File: config.mk
export PLATFORM = sky130hd
export DESIGN_NAME = multicycle_controller
export DESIGN_NICKNAME = d
export VERILOG_FILES = /design/src/rtl/mips_ctrl_pkg.sv /design/src/rtl/alu_decoder.sv /design/src/rtl/multicycle_controller.sv
export SDC_FILE = /design/constraint.sdc
export NUM_CORES = 1
export LEC_CHECK = 0
export CORE_AREA = 2 2 84 86
export DETAILED_ROUTE_END_ITERATION = 8
export DIE_AREA = 0 0 86 88
export GPL_TIMING_DRIVEN = 0
export PLACE_DENSITY = 0.78
export SLEW_MARGIN = 20
export SYNTH_ARGS = -nofsm -noshare
export SYNTH_HDL_FRONTEND = slang
export SYNTH_HIERARCHICAL = 1
export SYNTH_SLANG_ARGS = --single-unit
File: constraint.sdc
create_clock -name clk -period 2.2 [get_ports clk]
set_input_delay 0.66 -clock clk [delete_from_list [all_inputs] [get_ports clk]]
set_output_delay 0.66 -clock clk [all_outputs]
set_load 0.02 [all_outputs]
File: src/rtl/mips_ctrl_pkg.sv
// Shared definitions for the multi-cycle MIPS control sequencer:
// state encoding, opcode/funct values and datapath select encodings.
package mips_ctrl_pkg;

  typedef enum logic [3:0] {
    S_RESET    = 4'd0,
    S_FETCH    = 4'd1,
    S_DECODE   = 4'd2,
    S_MEM_ADDR = 4'd3,
    S_MEM_RD   = 4'd4,
    S_MEM_WB   = 4'd5,
    S_MEM_WR   = 4'd6,
    S_R_EXEC   = 4'd7,
    S_R_WB     = 4'd8,
    S_I_EXEC   = 4'd9,
    S_I_WB     = 4'd10,
    S_BRANCH   = 4'd11,
    S_JUMP     = 4'd12,
    S_HALT     = 4'd13,
    S_TRAP     = 4'd14
  } state_t;

  localparam logic [5:0] OP_RTYPE = 6'h00;
  localparam logic [5:0] OP_ADDI  = 6'h08;
  localparam logic [5:0] OP_LW    = 6'h23;
  localparam logic [5:0] OP_SW    = 6'h2B;
  localparam logic [5:0] OP_BEQ   = 6'h04;
  localparam logic [5:0] OP_J     = 6'h02;

  localparam logic [5:0] FN_ADD = 6'h20;
  localparam logic [5:0] FN_SUB = 6'h22;
  localparam logic [5:0] FN_AND = 6'h24;
  localparam logic [5:0] FN_OR  = 6'h25;
  localparam logic [5:0] FN_SLT = 6'h2A;

  typedef enum logic [2:0] {
    ALU_AND = 3'b000,
    ALU_OR  = 3'b001,
    ALU_ADD = 3'b010,
    ALU_SUB = 3'b110,
    ALU_SLT = 3'b111
  } alu_op_t;

  typedef enum logic [1:0] {
    SRCB_RT     = 2'd0,
    SRCB_FOUR   = 2'd1,
    SRCB_IMM    = 2'd2,
    SRCB_IMM_SH = 2'd3
  } srcb_t;

  typedef enum logic [1:0] {
    PCSRC_ALU    = 2'd0,
    PCSRC_ALUOUT = 2'd1,
    PCSRC_JUMP   = 2'd2
  } pcsrc_t;

  function automatic logic [5:0] opcode_of(input logic [31:0] word);
    return word[31:26];
  endfunction

endpackage

File: src/rtl/alu_decoder.sv
// R-type funct decoder: maps funct to the ALU control code and flags
// whether the funct is one the controller supports.
module alu_decoder
  import mips_ctrl_pkg::*;
(
  input  logic [5:0] funct,
  output logic [2:0] alu_ctrl,
  output logic       legal
);

  // Funct lookup; unsupported values report legal=0 with a harmless add code.
  always_comb begin
    alu_ctrl = ALU_ADD;
    legal    = 1'b1;
    case (funct)
      FN_ADD:  alu_ctrl = ALU_ADD;
      FN_SUB:  alu_ctrl = ALU_SUB;
      FN_AND:  alu_ctrl = ALU_AND;
      FN_OR:   alu_ctrl = ALU_OR;
      FN_SLT:  alu_ctrl = ALU_SLT;
      default: legal    = 1'b0;
    endcase
  end

endmodule

File: src/rtl/multicycle_controller.sv
// Main control FSM of the multi-cycle MIPS datapath.
// Optional feature: define MIPS_BRANCH_EN to build the beq/j states;
// without it those opcodes trap and pc_write_cond/pc_source stay 0.
//
// state     | meaning
// RESET     | idle after reset, all outputs low
// FETCH     | read instruction, PC+4 (waits on mem_ready)
// DECODE    | register read, branch target into ALUOut
// MEM_ADDR  | lw/sw effective address
// MEM_RD    | data read (waits on mem_ready)
// MEM_WB    | load data into rt
// MEM_WR    | data write (waits on mem_ready)
// R_EXEC    | R-type ALU operation
// R_WB      | R-type result into rd
// I_EXEC    | addi ALU operation
// I_WB      | addi result into rt
// BRANCH    | beq compare and conditional PC load
// JUMP      | jump target into PC
// HALT      | NOP seen, parked until reset
// TRAP      | illegal encoding, parked until reset
module multicycle_controller
  import mips_ctrl_pkg::*;
#(
  parameter int CNT_W = 32
) (
  input  logic             clk,
  input  logic             reset,
  input  logic [31:0]      instr,
  input  logic             zero,
  input  logic             mem_ready,
  output logic             pc_write,
  output logic             pc_write_cond,
  output logic             iord,
  output logic             mem_read,
  output logic             mem_write,
  output logic             ir_write,
  output logic             mem_to_reg,
  output logic             reg_dst,
  output logic             reg_write,
  output logic             alu_src_a,
  output logic [1:0]       alu_src_b,
  output logic [2:0]       alu_ctrl,
  output logic [1:0]       pc_source,
  output logic             halted,
  output logic             trap,
  output logic [CNT_W-1:0] instr_count
);

  state_t     state, state_nxt;
  logic [5:0] opcode;
  logic [2:0] funct_ctrl;
  logic       funct_legal;
  logic       retire;

  // The zero flag qualifies the PC load inside the datapath, not here.
  logic unused_ok;
  assign unused_ok = ^{instr[25:6], zero};

  assign opcode = opcode_of(instr);

  alu_decoder u_alu_decoder (
    .funct    (instr[5:0]),
    .alu_ctrl (funct_ctrl),
    .legal    (funct_legal)
  );

  // State register.
  always_ff @(posedge clk or posedge reset) begin
    if (reset) state <= S_RESET;
    else       state <= state_nxt;
  end

  // Next-state decode.
  always_comb begin
    state_nxt = state;
    case (state)
      S_RESET:  state_nxt = S_FETCH;
      S_FETCH:  if (mem_ready) state_nxt = S_DECODE;
      S_DECODE: begin
        if (instr == 32'h0)                          state_nxt = S_HALT;
        else if (opcode == OP_LW || opcode == OP_SW) state_nxt = S_MEM_ADDR;
        else if (opcode == OP_RTYPE && funct_legal)  state_nxt = S_R_EXEC;
        else if (opcode == OP_ADDI)                  state_nxt = S_I_EXEC;
`ifdef MIPS_BRANCH_EN
        else if (opcode == OP_BEQ)                   state_nxt = S_BRANCH;
        else if (opcode == OP_J)                     state_nxt = S_JUMP;
`else
        else if (opcode == OP_BEQ || opcode == OP_J) state_nxt = S_TRAP;
`endif
        else                                         state_nxt = S_TRAP;
      end
      S_MEM_ADDR: state_nxt = (opcode == OP_LW) ? S_MEM_RD : S_MEM_WR;
      S_MEM_RD:   if (mem_ready) state_nxt = S_MEM_WB;
      S_MEM_WB:   state_nxt = S_FETCH;
      S_MEM_WR:   if (mem_ready) state_nxt = S_FETCH;
      S_R_EXEC:   state_nxt = S_R_WB;
      S_R_WB:     state_nxt = S_FETCH;
      S_I_EXEC:   state_nxt = S_I_WB;
      S_I_WB:     state_nxt = S_FETCH;
`ifdef MIPS_BRANCH_EN
      S_BRANCH:   state_nxt = S_FETCH;
      S_JUMP:     state_nxt = S_FETCH;
`endif
      S_HALT:     state_nxt = S_HALT;
      S_TRAP:     state_nxt = S_TRAP;
      default:    state_nxt = S_TRAP;
    endcase
  end

  // Moore outputs; FETCH gates its IR/PC loads with mem_ready.
  always_comb begin
    pc_write      = 1'b0;
    pc_write_cond = 1'b0;
    iord          = 1'b0;
    mem_read      = 1'b0;
    mem_write     = 1'b0;
    ir_write      = 1'b0;
    mem_to_reg    = 1'b0;
    reg_dst       = 1'b0;
    reg_write     = 1'b0;
    alu_src_a     = 1'b0;
    alu_src_b     = SRCB_RT;
    alu_ctrl      = 3'b000;
    pc_source     = PCSRC_ALU;
    halted        = 1'b0;
    trap          = 1'b0;
    case (state)
      S_FETCH: begin
        mem_read  = 1'b1;
        ir_write  = mem_ready;
        pc_write  = mem_ready;
        alu_src_b = SRCB_FOUR;
        alu_ctrl  = ALU_ADD;
      end
      S_DECODE: begin
        alu_src_b = SRCB_IMM_SH;
        alu_ctrl  = ALU_ADD;
      end
      S_MEM_ADDR, S_I_EXEC: begin
        alu_src_a = 1'b1;
        alu_src_b = SRCB_IMM;
        alu_ctrl  = ALU_ADD;
      end
      S_MEM_RD: begin
        iord     = 1'b1;
        mem_read = 1'b1;
      end
      S_MEM_WB: begin
        reg_write  = 1'b1;
        mem_to_reg = 1'b1;
      end
      S_MEM_WR: begin
        iord      = 1'b1;
        mem_write = 1'b1;
      end
      S_R_EXEC: begin
        alu_src_a = 1'b1;
        alu_ctrl  = funct_ctrl;
      end
      S_R_WB: begin
        reg_write = 1'b1;
        reg_dst   = 1'b1;
        alu_ctrl  = funct_ctrl;
      end
      S_I_WB:   reg_write = 1'b1;
`ifdef MIPS_BRANCH_EN
      S_BRANCH: begin
        alu_src_a     = 1'b1;
        alu_ctrl      = ALU_SUB;
        pc_write_cond = 1'b1;
        pc_source     = PCSRC_ALUOUT;
      end
      S_JUMP: begin
        pc_write  = 1'b1;
        pc_source = PCSRC_JUMP;
      end
`endif
      S_HALT:   halted = 1'b1;
      S_TRAP:   trap   = 1'b1;
      default: ;
    endcase
  end

  // An instruction retires on the edge that leaves its last state.
  always_comb begin
    case (state)
      S_MEM_WB, S_R_WB, S_I_WB, S_BRANCH, S_JUMP: retire = 1'b1;
      S_MEM_WR: retire = mem_ready;
      default:  retire = 1'b0;
    endcase
  end

  // Retired-instruction counter, wraps naturally.
  always_ff @(posedge clk or posedge reset) begin
    if (reset)       instr_count <= '0;
    else if (retire) instr_count <= instr_count + CNT_W'(1);
  end

endmodule

==> impl_metrics.yaml, run 1 <==
yosys:
  synth_cell_type_count: 59
  syn_area_um2: 2272
  yosysWarnings: 6
  syn_avg_cell_area_um2: 9.312
  yosys_most_used_dff: "dfrtp_1"
  seq_area_frac_synth: 0.3965
  syn_inst: 244
  synth-seq-cells: 36
  synthArstFlopShare: 1.000
  synth_edf_count: 0
global_routing:
  grt_pass1_wl_um: 9066
  grt.overflow.total: 0
  grt_use_total: 0.1461
  antenna_found_initial: 0
  first_global_vias: 2008
  grt_max_degree: 37
timing:
  finalSetupViolCount: 1
  worstMarginPinSlew_ns: 0.7365
  hold_ws_ns: 0.4948
  drv_slew: 0
  rsz0062_at_grt: "yes"
  relSlewSlack: 0.5083
  fin_tns_setup_ns: -0.3233
  hold_viol: 0
  timing.final.crit_share: 1.147
  max_clock_freq_mhz: 396.3
  fin_crit_ns: 2.523
  setup_ws_ns: -0.3233
  finalClockSkew_ns: 0.004684
floorplanning:
  dieArea_um2: 7568
  initial_core_util: 0.3420
  ios: 87
  die_x_um: 86
  die_y_um: 88
  core_um2: 6644
  row_count: 30
finish:
  drive_gt1_frac: 0.2348
  areaGrowthSynthToFinish_pct: 51.21
  mostFrequentLayoutCell: "clkdlybuf4s50_1"
  layout_common_cells: "59 x clkdlybuf4s50_1, 34 x dfrtp_1, 25 x xnor2_1, 23 x buf_4, 17 x nor2_1"
  nNetsFinal: 382
  fin_area_um2: 3436
  diodes: 0
hold_path:
  worstHoldEndpoint: "instr_count[27]"
  hold_path_depth: 1
  hold_start: "instr_count[27]"
  hp-class: "reg2reg"
route:
  vias: 2197
  via_per_inst: 5.169
  drc: 0
  routed_wl_um: 5776
  ant_nets: 0
  dr.pass1.iters: 4
  drtIter0Drc: 87
  wire_per_inst_um: 13.59
power_and_ir_drop:
  ir_drop_v: 0.0001756
  leakage_nw: 1.500
  p_per_area_nw_per_um2: 372.3
place:
  dpl.hpwl_um: 4159
  place_ws_ns: -1.088
  dpl-instance-area_um2: 3212
  io_buffers: 82
  gp_congestion: 0.8169
cts:
  clock-root-buffer: "clkbuf_8"
  h-tree-depth: 2
  clkTransAtPathRegs_ns: 0.07
  clockBufferDepth: 2
  cts_tree: "yes"
  clkSinkCount: 36
  numCtsBuffers: 5
  holdBufCountCts: 0
  clk_latency_ns: 0.28
setup_path:
  cp-start-kind: "primary input"
  reg2reg_slack_ns: 0.40
  crit_required_ns: 1.54
  cp-end-kind: "primary output"
  critical_path_class: "in2out"
  reg2reg_to: "instr_count[22]"
  r2r-start: "state[1]"
  rr_worst_depth: 7
  worstPathArrival_ns: 1.86
  path_max_fanout: 2
status:
  outcome: "finished, violations left"
  violations: "setup timing"
flow_run:
  maxCapViolCount: 0
-- kinds of logic after synthesis --
kind of cell             share of synthesized area
XOR/XNOR                                    0.1267
flip-flops                                  0.3965
multiplexers                               0.01432
AND/OR/NAND/NOR                             0.2913
buffers and inverters                      0.05176
adder cells (fa/ha/maj)                   0.005506
AO/OA/AOI/OAI                               0.1123
other                                     0.001650
-- state kept, by name, summed over array words and instances (netlist names) --
name         flops
state            4
instr_count     32
-- cells in the mapped netlist (all sizes together), types with 2 or more instances --
master | n | area (um^2)
o211ai | 2 | 15.01
buf | 10 | 80.07
nor3 | 7 | 35.03
nand2 | 17 | 63.81
xor2 | 7 | 68.82
mux2 | 2 | 22.52
xnor2 | 25 | 219.0
and2 | 7 | 46.30
and4 | 4 | 37.54
nor4 | 9 | 62.56
nor2 | 17 | 63.81
clkbuf | 5 | 18.77
nand2b | 4 | 32.53
o21ai | 12 | 60.05
nand4 | 8 | 56.30
and3 | 8 | 50.05
a211oi | 2 | 15.01
nand3 | 18 | 105.1
dfrtp | 36 | 900.9
nand4bb | 2 | 22.52
inv | 5 | 18.77
nor2b | 4 | 27.53
a21oi | 9 | 48.80
a31oi | 3 | 18.77
-- final cells by class --
class	count	area, um^2
buffer	13	116.4
clock buffer	7	96.34
fill	590	3208
inverter	5	18.77
multi-input combinational	190	1351
sequential	36	903.4
tap	80	100.1
timing repair buffer	94	849.6
-- report_power, final --
group	internal, mW	switching, mW
Combinational	0.0683	0.0498
Clock	0.279	0.217
Sequential	0.663	0.00177
Total	1.01	0.269
-- worst max-delay path: stages --
cell and delay [ns]:
buf_6 0.09, nand2b_4 0.13, or4b_4 0.48, inv_2 0.08, o22ai_2 0.06, a22o_1 0.24
buf_6 0.14
-- timing repair --
action | CTS | global route
gates resized for setup | 95 | 30
setup endpoints to repair | 16 | 14
buffers inserted | 6 | 6
pin swaps | 4 | 4
-- worst max-delay path by stage --
stage                  start          end  slack [ns]
floorplan           instr[4]  alu_ctrl[1]       -0.12
global placement    instr[5]  alu_ctrl[1]       -1.07
detailed placement  instr[5]  alu_ctrl[1]       -1.09
CTS                 instr[4]  alu_ctrl[1]       -0.35
global route        instr[4]  alu_ctrl[1]       -0.35
finish              instr[4]  alu_ctrl[1]       -0.32
-- metal layers --
metal  track usage  routed length (um)  vias up
li1              -                   -     1071
met1        0.1839                2432     1034
met2        0.2537                2864       88
met3       0.03959                 439        4
met4       0.02742                  40        0
met5             0                   0        -
-- stage by stage --
stage,cells,total power [mW],utilization
after floorplan,246,0.7181,-
after global placement,408,0.7948,0.4834
after detailed placement,408,0.7973,0.4834
after CTS,421,1.293,0.5109
after global routing,425,1.332,0.5171
final,425,1.279,0.5171
(Power assumes the default switching activity.)
==> run 2: changes to the inputs <==
Settings changed: CELL_PAD_IN_SITES_DETAIL_PLACEMENT set to 2, CELL_PAD_IN_SITES_GLOBAL_PLACEMENT set to 2, CORE_AREA 2 2 84 86 to 2 2 103 105, DIE_AREA 0 0 86 88 to 0 0 105 107, PLACE_DENSITY 0.78 to 0.86, SKIP_CTS_REPAIR_TIMING set to 1.
==> run 2 against run 1 <==
Effect of this change:
- highest routed layer unchanged
- power up 1.2%
- global-route usage down 1.3 points
- die area up 48%
- critical path type unchanged
- setup slack worse by 0.075 ns
- register-to-register slack worse by 0.27 ns
- non-clock buffer count down 1
- first-iteration DRC count down 36%
- clock-buffer cell count unchanged
- cell count up 13%
- the run still ends with setup timing left
- combinational power up 7%
- wire length up 33%
- critical path depth unchanged
==> impl_metrics.yaml, run 2 (synthesis gave the netlist of run 1 again) <==
status:
  outcome: "finished, violations left"
  violations: "setup timing"
global_routing:
  grt_pass1_wl_um: 12270
  grt_use_total: 0.1333
  grt.overflow.total: 0
  first_global_vias: 2458
  antenna_found_initial: 0
  grt_max_degree: 34
timing:
  finalClockSkew_ns: 0.006347
  rsz0062_at_grt: "yes"
  timing.final.crit_share: 1.181
  setup_ws_ns: -0.3981
  hold_viol: 0
  hold_ws_ns: 0.4802
  fin_crit_ns: 2.598
  finalSetupViolCount: 7
  max_clock_freq_mhz: 384.9
  drv_slew: 0
setup_path:
  cp-end-kind: "primary output"
  worstPathArrival_ns: 1.94
  critPathMaxStageDelay_ns: 0.51
  critical_path_class: "in2out"
  crit_required_ns: 1.54
  path_buf_inv: 3
  cp-start-kind: "primary input"
  crit_chain: "buf_6 > nand2b_4 > or4b_4 > inv_2 > o21ai_0 > a22o_1 > buf_6"
  crit_path_frequent_cell: "buf_6"
  path_delay_family: "simple AND/OR/NAND/NOR gates"
  cp_slowest_cell: "or4b_4"
  path_max_fanout: 4
power_and_ir_drop:
  clkPwrFrac: 0.389
  ir_drop_v: 0.0002015
  swShare: 0.2159
  leakage_nw: 1.560
  p_int_mw: 1.015
  p_per_area_nw_per_um2: 362.5
  power_frac_comb: 0.097
  p_total_mw: 1.295
  seq_power_share: 0.514
  switching_power_mw: 0.2796
floorplanning:
  dieArea_um2: 11240
  die_x_um: 105
  initial_core_util: 0.2251
  row_count: 37
  die_y_um: 107
  ios: 87
  core_um2: 10090
finish:
  fillers: 1132
  drive_gt1_frac: 0.2297
  areaGrowthSynthToFinish_pct: 57.21
  reg_top3: "instr_count x32, state x4"
  regMostFlops: "instr_count"
  nNetsFinal: 381
  fin_area_um2: 3572
  regArea_um2: 904.6
  multi_input_area_um2: 1355
  layout_common_cells: "59 x clkdlybuf4s50_1, 33 x dfrtp_1, 25 x xnor2_1, 21 x buf_4, 17 x nor2_1"
  mostFrequentLayoutCell: "clkdlybuf4s50_1"
  diodes: 0
  largest_reg_flops: 32
cts:
  cts_tree: "yes"
  clkTransAtPathRegs_ns: 0.07
  numCtsBuffers: 5
  clock-root-buffer: "clkbuf_8"
  clockBufferDepth: 2
  clkSinkCount: 36
  clk_latency_ns: 0.28
  h-tree-depth: 2
route:
  routed_wl_um: 7673
  dr.pass1.iters: 4
  drc: 0
  drtIter0Drc: 56
  vias: 2254
  ant_nets: 0
  wire_per_inst_um: 15.99
  via_per_inst: 4.696
flow_run:
  maxCapViolCount: 0
place:
  dpl-instance-area_um2: 3302
  io_buffers: 82
  gp_congestion: 0.7994
  dpl.hpwl_um: 5843
hold_path:
  hp-class: "reg2reg"
[run 2: changes by cell type in the layout (fill, tap and decap cells not counted), sizes merged]
cell,before,now
buf,38,34
dlygate4sd2,3,0
dlymetal6s2s,0,9
clkbuf,12,11
clkdlybuf4s15,2,0
[run 2: per-stage QoR]
stage / utilization / setup slack (ns) / TNS [ns] / instances
2_1_floorplan: - / -0.1186 / -0.2058 / 246
3_3_place_gp: 0.3252 / -1.088 / -18.65 / 464
3_5_place_dp: 0.3272 / -1.104 / -16.71 / 465
4_1_cts: 0.3367 / -1.103 / -12.46 / 472
5_1_grt: 0.3540 / -0.4354 / -1.303 / 480
6_report: 0.3540 / -0.3981 / -0.7347 / 480
[run 2: final cells by class]
| class | instances | share of cell area |
|---|---|---|
| Clock buffer | 7 | 0.02697 |
| Multi-Input combinational cell | 190 | 0.3793 |
| Buffer | 15 | 0.03888 |
| Tap cell | 136 | 0.04764 |
| Sequential cell | 36 | 0.2532 |
| Timing Repair Buffer | 91 | 0.2487 |
| Inverter | 5 | 0.005254 |
[run 2: worst reg2reg max path, cell delays in order (launching register included)]
cell     delay [ns]
dfrtp_1        0.37
buf_6          0.13
buf_4          0.13
buf_4          0.12
buf_4          0.12
mux2i_1        0.19
and4_2         0.33
o21a_2         0.16
buf_6          0.14
nand3_1        0.11
xnor2_1        0.15
[run 2: per-layer routing]
metal  global-route usage  share of wire
met3              0.02918          0.045
met5                    0              0
met2               0.2486           0.55
met1               0.1543           0.40
met4              0.03333         0.0077
[run 2: power by group through the flow]
stage / combinational, mW / sequential [mW] / clock [mW]
2_1_floorplan: 0.0388 / 0.679 / 0
3_3_place_gp: 0.119 / 0.678 / 0
3_5_place_dp: 0.128 / 0.678 / 0
4_1_cts: 0.129 / 0.665 / 0.524
5_1_grt: 0.139 / 0.665 / 0.546
6_report: 0.126 / 0.665 / 0.504
[run 2: path summary, 6_finish.rpt]
check	slack (ns)	to	cells past startpoint	from
min reg2reg	0.48	instr_count[31]	1	instr_count[31]
max in group asynchronous	1.25	state[0]	3	reset
min	0.48	instr_count[31]	1	instr_count[31]
max reg2reg	0.13	instr_count[17]	10	state[1]
max	-0.40	alu_ctrl[1]	7	instr[4]
min in group asynchronous	0.56	state[1]	2	reset
==> run 3: changes to the inputs <==
Settings changed: CELL_PAD_IN_SITES_DETAIL_PLACEMENT 2 to not set, CELL_PAD_IN_SITES_GLOBAL_PLACEMENT 2 to not set, CORE_AREA 2 2 103 105 to 2 2 84 86, DIE_AREA 0 0 105 107 to 0 0 86 88, PLACE_DENSITY 0.86 to 0.78.
==> run 3 against run 2 <==
Effect of this change:
- the run still ends with setup timing left
- cell count is 13% lower
- clock power down 1%
- combinational power shrank 5%
- non-clock buffer count decreased by 5
- via count fell by 5.2%
- sequential power about the same
- design area shrank 5.4%
- sequential share of layout area is 1.4 points higher
- critical path depth did not move
- first-iteration DRC count grew 59%
- critical path type unchanged
==> impl_metrics.yaml, run 3 (synthesis gave the netlist of run 1 again) <==
status:
  outcome: "finished, violations left"
  violations: "setup timing"
setup_path:
  crit_path_frequent_cell: "buf_6"
  rr_worst_depth: 7
  cp-end-kind: "primary output"
  r2r-start: "state[0]"
  reg2reg_slack_ns: 0.40
  path_buf_inv: 3
  cp-start-kind: "primary input"
  worstPathArrival_ns: 1.89
  critPathLaunch: "instr[4]"
  critPathMaxStageDelay_ns: 0.51
  reg2reg_to: "instr_count[22]"
  path_max_fanout: 3
  path_delay_family: "simple AND/OR/NAND/NOR gates"
  crit_chain: "buf_6 > nand2b_4 > or4b_4 > inv_2 > o22ai_2 > a22o_1 > buf_6"
  critical_path_class: "in2out"
  crit_required_ns: 1.54
  cp_slowest_cell: "or4b_4"
finish:
  nNetsFinal: 376
  stdcell_count: 419
  reg_top3: "instr_count x32, state x4"
  regMostFlops: "instr_count"
  layout_common_cells: "59 x clkdlybuf4s50_1, 35 x dfrtp_1, 25 x xnor2_1, 17 x nand2_1, 17 x nor2_1"
  drive_gt1_frac: 0.1858
  areaGrowthSynthToFinish_pct: 48.68
  largest_reg_flops: 32
  diodes: 0
  mostFrequentLayoutCell: "clkdlybuf4s50_1"
floorplanning:
  core_um2: 6644
  die_x_um: 86
  row_count: 30
  ios: 87
  dieArea_um2: 7568
  initial_core_util: 0.3420
  die_y_um: 88
hold_path:
  worstHoldEndpoint: "instr_count[27]"
  hold_start: "instr_count[27]"
  hold_path_depth: 1
  hp-class: "reg2reg"
cts:
  clockBufferDepth: 2
  clkTransAtPathRegs_ns: 0.07
  clock-root-buffer: "clkbuf_8"
  h-tree-depth: 2
  clkSinkCount: 36
  cts_tree: "yes"
  numCtsBuffers: 5
  clk_latency_ns: 0.28
power_and_ir_drop:
  p_per_area_nw_per_um2: 379.5
  ir_drop_v: 0.0001759
  leakage_nw: 1.535
timing:
  relSlewSlack: 0.5061
  max_clock_freq_mhz: 392.4
  timing.final.crit_share: 1.158
  finalClockSkew_ns: 0.003529
  fin_crit_ns: 2.549
  rsz0062_at_grt: "yes"
  drv_slew: 0
  worstMarginPinSlew_ns: 0.7398
  fin_tns_setup_ns: -0.7401
  finalSetupViolCount: 5
  setup_ws_ns: -0.3487
  hold_viol: 0
global_routing:
  first_global_vias: 1952
  grt_pass1_wl_um: 8866
  grt.overflow.total: 0
  grt_max_degree: 37
  grt_use_total: 0.1429
  antenna_found_initial: 0
route:
  vias: 2136
  wl_met1_um: 2466
  wire_per_inst_um: 13.17
  via_per_inst: 5.098
  ant_nets: 0
  drc: 0
  route.met3.wl_um: 343
  drtIter0Drc: 89
  routed.top_layer: "met4"
  wl_met2_um: 2679
  dr.pass1.iters: 4
  routed_wl_um: 5518
place:
  dp.cells: 408
  gp_congestion: 0.8169
  dpl.hpwl_um: 4159
  io_buffers: 82
flow_run:
  maxCapViolCount: 0
-- run 3: cell count changes in the layout (fill, tap and decap cells not counted), moves of 2 or more --
cell      change
dfrtp_1       +2
buf_4         -7
clkbuf_4      +2
nand2b_1      +2
buf_6         -2
and2_1        +2
clkbuf_2      +2
dfrtp_2       -2
and2_4        -2
-- run 3: per-stage QoR --
stage               cell area [um^2]  power, mW  utilization  hold slack, ns  setup WS [ns]
finish                          3378      1.282       0.5085          0.4948        -0.3487
global route                    3378      1.334       0.5085          0.5115        -0.3826
CTS                             3308      1.294       0.4979          0.4968         -1.088
detailed placement              3212     0.7973       0.4834          0.4873         -1.088
global placement                3212     0.7948       0.4834          0.4585         -1.075
floorplan                       2291     0.7181            -          0.5777        -0.1186
-- run 3: layout make-up --
cell class	count	area, um^2
plain buffers	15	131.4
clock buffers	7	96.34
fillers	594	3266
inverters	5	18.77
multi-input cells	190	1301
flip-flops and latches	36	902.1
well taps	80	100.1
repair buffers	86	828.3
-- run 3: how the worst max path moves through the flow --
stage / end / slack [ns] / cells past startpoint
after floorplan: alu_ctrl[1] / -0.12 / 5
after global placement: alu_ctrl[1] / -1.07 / 7
after detailed placement: alu_ctrl[1] / -1.09 / 7
after CTS: alu_ctrl[1] / -1.09 / 7
after global routing: alu_ctrl[1] / -0.38 / 7
final: alu_ctrl[1] / -0.35 / 7
-- run 3: routing by layer --
layer  global-route usage  up-vias
li1                     -     1058
met1               0.1855     1011
met2               0.2417       65
met3              0.03770        2
met4              0.02742        0
met5                    0        -
-- run 3: where the power goes --
| part | total [mW] | internal [mW] | switching, mW |
|---|---|---|---|
| clock network | 0.497 | 0.279 | 0.219 |
| logic | 0.120 | 0.0710 | 0.0489 |
| registers | 0.665 | 0.663 | 0.00174 |
| total | 1.28 | 1.01 | 0.269 |
